### config.mk
export PLATFORM = sky130hd
export DESIGN_NAME = enigma_step_ctrl
export DESIGN_NICKNAME = d
export VERILOG_FILES = /design/src/rtl/enigma_step_ctrl.sv
export SDC_FILE = /design/constraint.sdc
export NUM_CORES = 1
export LEC_CHECK = 0
export BUFFER_PORTS_ARGS = -buffer_cell sky130_fd_sc_hd__buf_2
export CORE_AREA = 2 2 119 63
export CTS_CLUSTER_DIAMETER = 40
export DETAILED_ROUTE_END_ITERATION = 8
export DIE_AREA = 0 0 121 65
export PLACE_DENSITY = 0.87
export SLEW_MARGIN = 15
export SYNTH_ARGS = -nofsm -noshare
export SYNTH_HDL_FRONTEND = slang
export SYNTH_SLANG_ARGS = --single-unit
export TNS_END_PERCENT = 10
### constraint.sdc
create_clock -name clk -period 8.47 [get_ports clk]
set_input_delay 2.1175 -clock clk [delete_from_list [all_inputs] [get_ports clk]]
set_output_delay 2.1175 -clock clk [all_outputs]
set_load 0.02 [all_outputs]
### src/rtl/enigma_step_ctrl.sv
// enigma_step_ctrl: sequencing controller for a combinational three-rotor
// Enigma datapath. Accepts one plaintext letter per handshake and steps the
// rotors. It presents the letter and positions to the datapath, then returns
// the captured ciphertext letter over an output handshake.
//
// Build option: define ENIGMA_DBL_STEP_EN to reproduce the historical
// middle-rotor double step. Leave it undefined for pure odometer stepping.
module enigma_step_ctrl #(
  parameter logic [4:0] NOTCH_L = 5'd16,
  parameter logic [4:0] NOTCH_M = 5'd4,
  parameter logic [4:0] NOTCH_R = 5'd21
) (
  input  logic        clk,
  input  logic        rst,
  input  logic        cfg_load,
  input  logic [4:0]  cfg_pos_l,
  input  logic [4:0]  cfg_pos_m,
  input  logic [4:0]  cfg_pos_r,
  input  logic        in_valid,
  output logic        in_ready,
  input  logic [4:0]  in_char,
  output logic [4:0]  pos_l,
  output logic [4:0]  pos_m,
  output logic [4:0]  pos_r,
  output logic [25:0] dp_in,
  input  logic [25:0] dp_out,
  output logic        out_valid,
  input  logic        out_ready,
  output logic [4:0]  out_char,
  output logic        err
);

  typedef enum logic [1:0] {IDLE, STEP, EVAL, HOLD} state_t;

  state_t state, state_nxt;
  logic   at_notch_r, at_notch_m;
  logic   step_m, step_l;
  logic   bad_char;
  logic   dp_ok;
  logic [4:0] dp_idx;

  // The left rotor's turnover would only drive a fourth rotor, so it has no
  // effect here; it is kept so the rotor set parameters stay complete.
  logic unused_notch_l;
  assign unused_notch_l = ^NOTCH_L;

  // Start positions above 25 fold back once into 0..25.
  function automatic logic [4:0] wrap_pos(input logic [4:0] v);
    return (v > 5'd25) ? v - 5'd26 : v;
  endfunction

  // Advance one rotor position with wrap from 25 to 0.
  function automatic logic [4:0] inc_pos(input logic [4:0] p);
    return (p == 5'd25) ? 5'd0 : p + 5'd1;
  endfunction

  // Index of the highest set bit; only meaningful when the vector is one-hot.
  function automatic logic [4:0] onehot_idx(input logic [25:0] v);
    logic [4:0] idx;
    idx = 5'd0;
    for (int i = 0; i < 26; i++) begin
      if (v[i]) idx = 5'(i);
    end
    return idx;
  endfunction

  assign in_ready = (state == IDLE);
  assign bad_char = (in_char > 5'd25);
  assign dp_ok    = ($countones(dp_out) == 1);
  assign dp_idx   = onehot_idx(dp_out);

  // Stepping decision, evaluated on the positions held before the step.
  always_comb begin
    at_notch_r = (pos_r == NOTCH_R);
    at_notch_m = (pos_m == NOTCH_M);
`ifdef ENIGMA_DBL_STEP_EN
    step_m = at_notch_r | at_notch_m;
    step_l = at_notch_m;
`else
    step_m = at_notch_r;
    step_l = at_notch_r & at_notch_m;
`endif
  end

  // State register.
  always_ff @(posedge clk) begin
    if (rst) state <= IDLE;
    else     state <= state_nxt;
  end

  // Next-state logic.
  always_comb begin
    state_nxt = state;
    case (state)
      IDLE: if (in_valid) state_nxt = bad_char ? HOLD : STEP;
      STEP: state_nxt = EVAL;
      EVAL: state_nxt = HOLD;
      HOLD: if (out_ready) state_nxt = IDLE;
      default: state_nxt = IDLE;
    endcase
  end

  // Rotor positions: loaded in IDLE, advanced once in STEP, otherwise held.
  always_ff @(posedge clk) begin
    if (rst) begin
      pos_l <= 5'd0;
      pos_m <= 5'd0;
      pos_r <= 5'd0;
    end else if (state == IDLE && cfg_load) begin
      pos_l <= wrap_pos(cfg_pos_l);
      pos_m <= wrap_pos(cfg_pos_m);
      pos_r <= wrap_pos(cfg_pos_r);
    end else if (state == STEP) begin
      pos_r <= inc_pos(pos_r);
      if (step_m) pos_m <= inc_pos(pos_m);
      if (step_l) pos_l <= inc_pos(pos_l);
    end
  end

  // Letter capture, result capture, output handshake and sticky error.
  always_ff @(posedge clk) begin
    if (rst) begin
      dp_in     <= 26'd0;
      out_char  <= 5'd0;
      out_valid <= 1'b0;
      err       <= 1'b0;
    end else begin
      case (state)
        IDLE: begin
          if (in_valid) begin
            if (bad_char) begin
              dp_in     <= 26'd0;
              out_char  <= 5'd0;
              out_valid <= 1'b1;
              err       <= 1'b1;
            end else begin
              dp_in <= 26'd1 << in_char;
            end
          end
        end
        EVAL: begin
          out_valid <= 1'b1;
          if (dp_ok) begin
            out_char <= dp_idx;
          end else begin
            out_char <= 5'd0;
            err      <= 1'b1;
          end
        end
        HOLD: begin
          if (out_ready) out_valid <= 1'b0;
        end
        default: ;
      endcase
    end
  end

endmodule

==> results.sh <==
export IMPL_die_h_um=65
export IMPL_crit_required_ns=8.68
export IMPL_maxCapViolCount=0
export IMPL_wirelength_mm=9.30
export IMPL_grt_max_degree=52
export IMPL_rsz0062_at_grt="no"
export IMPL_rr_startpoint="state[1]"
export IMPL_ys_types=55
export IMPL_grtUsageMet2_pct=37.1
export IMPL_clock_latency_ns=0.29
export IMPL_hold_start="out_char[4]"
export IMPL_use_met3_pct=4.75
export IMPL_p_leak_nw=1.99
export IMPL_layout_min_cycle_time_ns=7.12
export IMPL_skew_ns=0.00550
export IMPL_syn_area_mm2=0.00354
export IMPL_antenna_found_initial=0
export IMPL_gp_congestion=1.01
export IMPL_first_iter_violations=238
export IMPL_synthArstFlopShare_pct=0
export IMPL_n_antenna_cell=0
export IMPL_ios=100
export IMPL_synth_seq_cells=50
export IMPL_synthFlopType="dfxtp_1"
export IMPL_start_util_pct=50.8
export IMPL_hold_viol=0
export IMPL_grt_total_usage_pct=24.3
export IMPL_drive_gt1_share_pct=23.9
export IMPL_min_period_over_period_pct=84.1
export IMPL_num_rows=22
export IMPL_criticalPathCategory="in -> reg"
export IMPL_power_total_mw=1.14
export IMPL_cts_repair_resized=0
export IMPL_viasPerCell=5.80
export IMPL_setup_viol=0
export IMPL_drc=0
export IMPL_post_cts_buffers=0
export IMPL_avgSynthCellArea_um2=8.42
export IMPL_power_density_mw_per_mm2=266
export IMPL_worst_slew_pin_slew_ns=0.917
export IMPL_fin_setup_tns_ns=0
export IMPL_synth_enable_flop_cells=0
export IMPL_syn_num_nets=515
export IMPL_startpoint_type="input pin"
export IMPL_ys_warnings_count=0
export IMPL_nets=604
export IMPL_cts_tree="built"
export IMPL_startpoint="dp_out[11]"
export IMPL_outcome="completed"
export IMPL_max_slew_margin_pct=38.8
export IMPL_cts_buffer_depth=2
export IMPL_finalMaxSlewViolations=0
export IMPL_gr_total_overflow=0
export IMPL_ys_seq_area_share_pct=28.3
export IMPL_end_kind="flop"
export IMPL_cts_hold_fix_buffers=0
export IMPL_htreeDepth=2
export IMPL_die_area_mm2=0.00787
export IMPL_hpwl_mm=7.32
export IMPL_grt_pass1_wl_mm=15.2
export IMPL_die_w_um=121
export IMPL_use_met1_pct=35.7
export IMPL_place_ws_ns=1.16
export IMPL_vdd_drop_max_uv=135
export IMPL_grt_pass1_vias=3160
export IMPL_clockRootBuffer="clkbuf_16"
export IMPL_clk_pin_slew_ns=0.06
export IMPL_top_usage_layer="met2"
export IMPL_port_buffers=99
export IMPL_fmax_ghz=0.140
export IMPL_worst_path_max_fanout=7
export IMPL_timing_final_ws_setup_ns=1.35
export IMPL_ant_nets=0
export IMPL_area_growth_pct=21.3
export IMPL_fillerInstances=616
export IMPL_syn_inst=420
export IMPL_cts_buffers=5
export IMPL_fp_coreArea_mm2=0.00696
export IMPL_arrival_ns=7.33
export IMPL_hold_class="reg -> reg"
export IMPL_routed_via_count=3516
export IMPL_wl_per_cell_um=15.4
export IMPL_cts_sinks=50
export IMPL_drt_pass1_iter_count=5
-- cells by family after synthesis --
logic type / after synthesis / share of synthesized area, %
xor gates and xnor gates: 3 / 0.743
and+or+nand+nor: 152 / 22.7
adders and majority gates: 44 / 19.4
muxes: 4 / 1.13
DFF: 50 / 28.3
AOI/OAI and AO/OA: 102 / 20.8
buffers and inverters: 65 / 6.97
-- synthesized netlist by cell type, types with 8 or more instances --
master,instances,area share (%)
a21oi_1,17,2.4
clkbuf_1,16,1.7
nand2_1,21,2.2
fa_1,18,10
nor3_1,19,2.7
ha_1,26,9.2
a22oi_1,18,3.8
dfxtp_1,50,28
nor2_1,48,5.1
inv_1,47,5.0
o21ai_0,12,1.7
a211oi_1,11,2.3
nand3_1,8,1.1
-- cell type report --
class / count / area [um^2] / area share [%]
inverters: 47 / 176 / 4.11
multi-input cells: 305 / 2290 / 53.4
well taps: 96 / 120 / 2.80
clock inverters: 2 / 60.1 / 1.40
flip-flops and latches: 50 / 1000 / 23.3
clock buffers: 6 / 139 / 3.24
repair buffers: 100 / 503 / 11.7
-- where the power goes --
| part | total (mW) | internal, mW | switching (mW) |
|---|---|---|---|
| Sequential | 0.301 | 0.264 | 0.0362 |
| Combinational | 0.576 | 0.225 | 0.351 |
| Clock | 0.264 | 0.177 | 0.0867 |
| Total | 1.14 | 0.667 | 0.474 |
-- worst paths after layout --
path	to	slack, ns	cells after the start
min reg2reg	out_char[4]	0.45	2
max	out_char[4]	1.35	19
min	out_char[4]	0.45	2
max reg2reg	pos_l[0]	6.10	6
-- layout by cell type (no fill, tap or decap), types with 8 or more instances in the layout --
cell type / n
a22oi_1: 18
dfxtp_1: 50
nand2_1: 21
nor3_1: 19
nand3_1: 8
o21ai_0: 12
a211oi_1: 11
a21oi_1: 17
fa_1: 18
ha_1: 26
buf_2: 99
nor2_1: 48
inv_1: 47
-- layer usage --
layer | wire length, um | vias to the layer above | share of wire [%]
li1 | - | 1689 | -
met1 | 4410 | 1647 | 47
met2 | 3990 | 173 | 43
met3 | 859 | 7 | 9.2
met4 | 46 | 0 | 0.49
met5 | 0 | - | 0
-- sequential cells by signal, indices dropped and copies added, names as in the netlist --
register / flops
pos_l: 5
out_char: 5
pos_m: 5
err: 1
out_valid: 1
state: 2
dp_in: 26
pos_r: 5
-- metrics by stage --
stage | area, um^2 | util, % | std cells | hold slack [ns]
after floorplan | 3540 | - | 420 | 0.500
after global placement | 4090 | 58.7 | 598 | 0.445
after detailed placement | 4090 | 58.7 | 598 | 0.446
after CTS | 4290 | 61.6 | 606 | 0.454
after global routing | 4290 | 61.6 | 606 | 0.469
final | 4290 | 61.6 | 606 | 0.452
-- worst max-delay path, stage by stage --
cell      delay, ns
buf_2          0.14
fa_1           0.54
inv_1          0.05
fa_1           0.48
inv_1          0.05
fa_1           0.47
fa_1           0.53
inv_1          0.05
fa_1           0.50
fa_1           0.41
inv_1          0.07
ha_1           0.18
inv_1          0.06
fa_1           0.38
a211oi_1       0.26
mux2i_1        0.17
nor4_4         0.48
o311ai_0       0.23
a21oi_1        0.17
No activity file was read; power rests on OpenSTA's default activity.
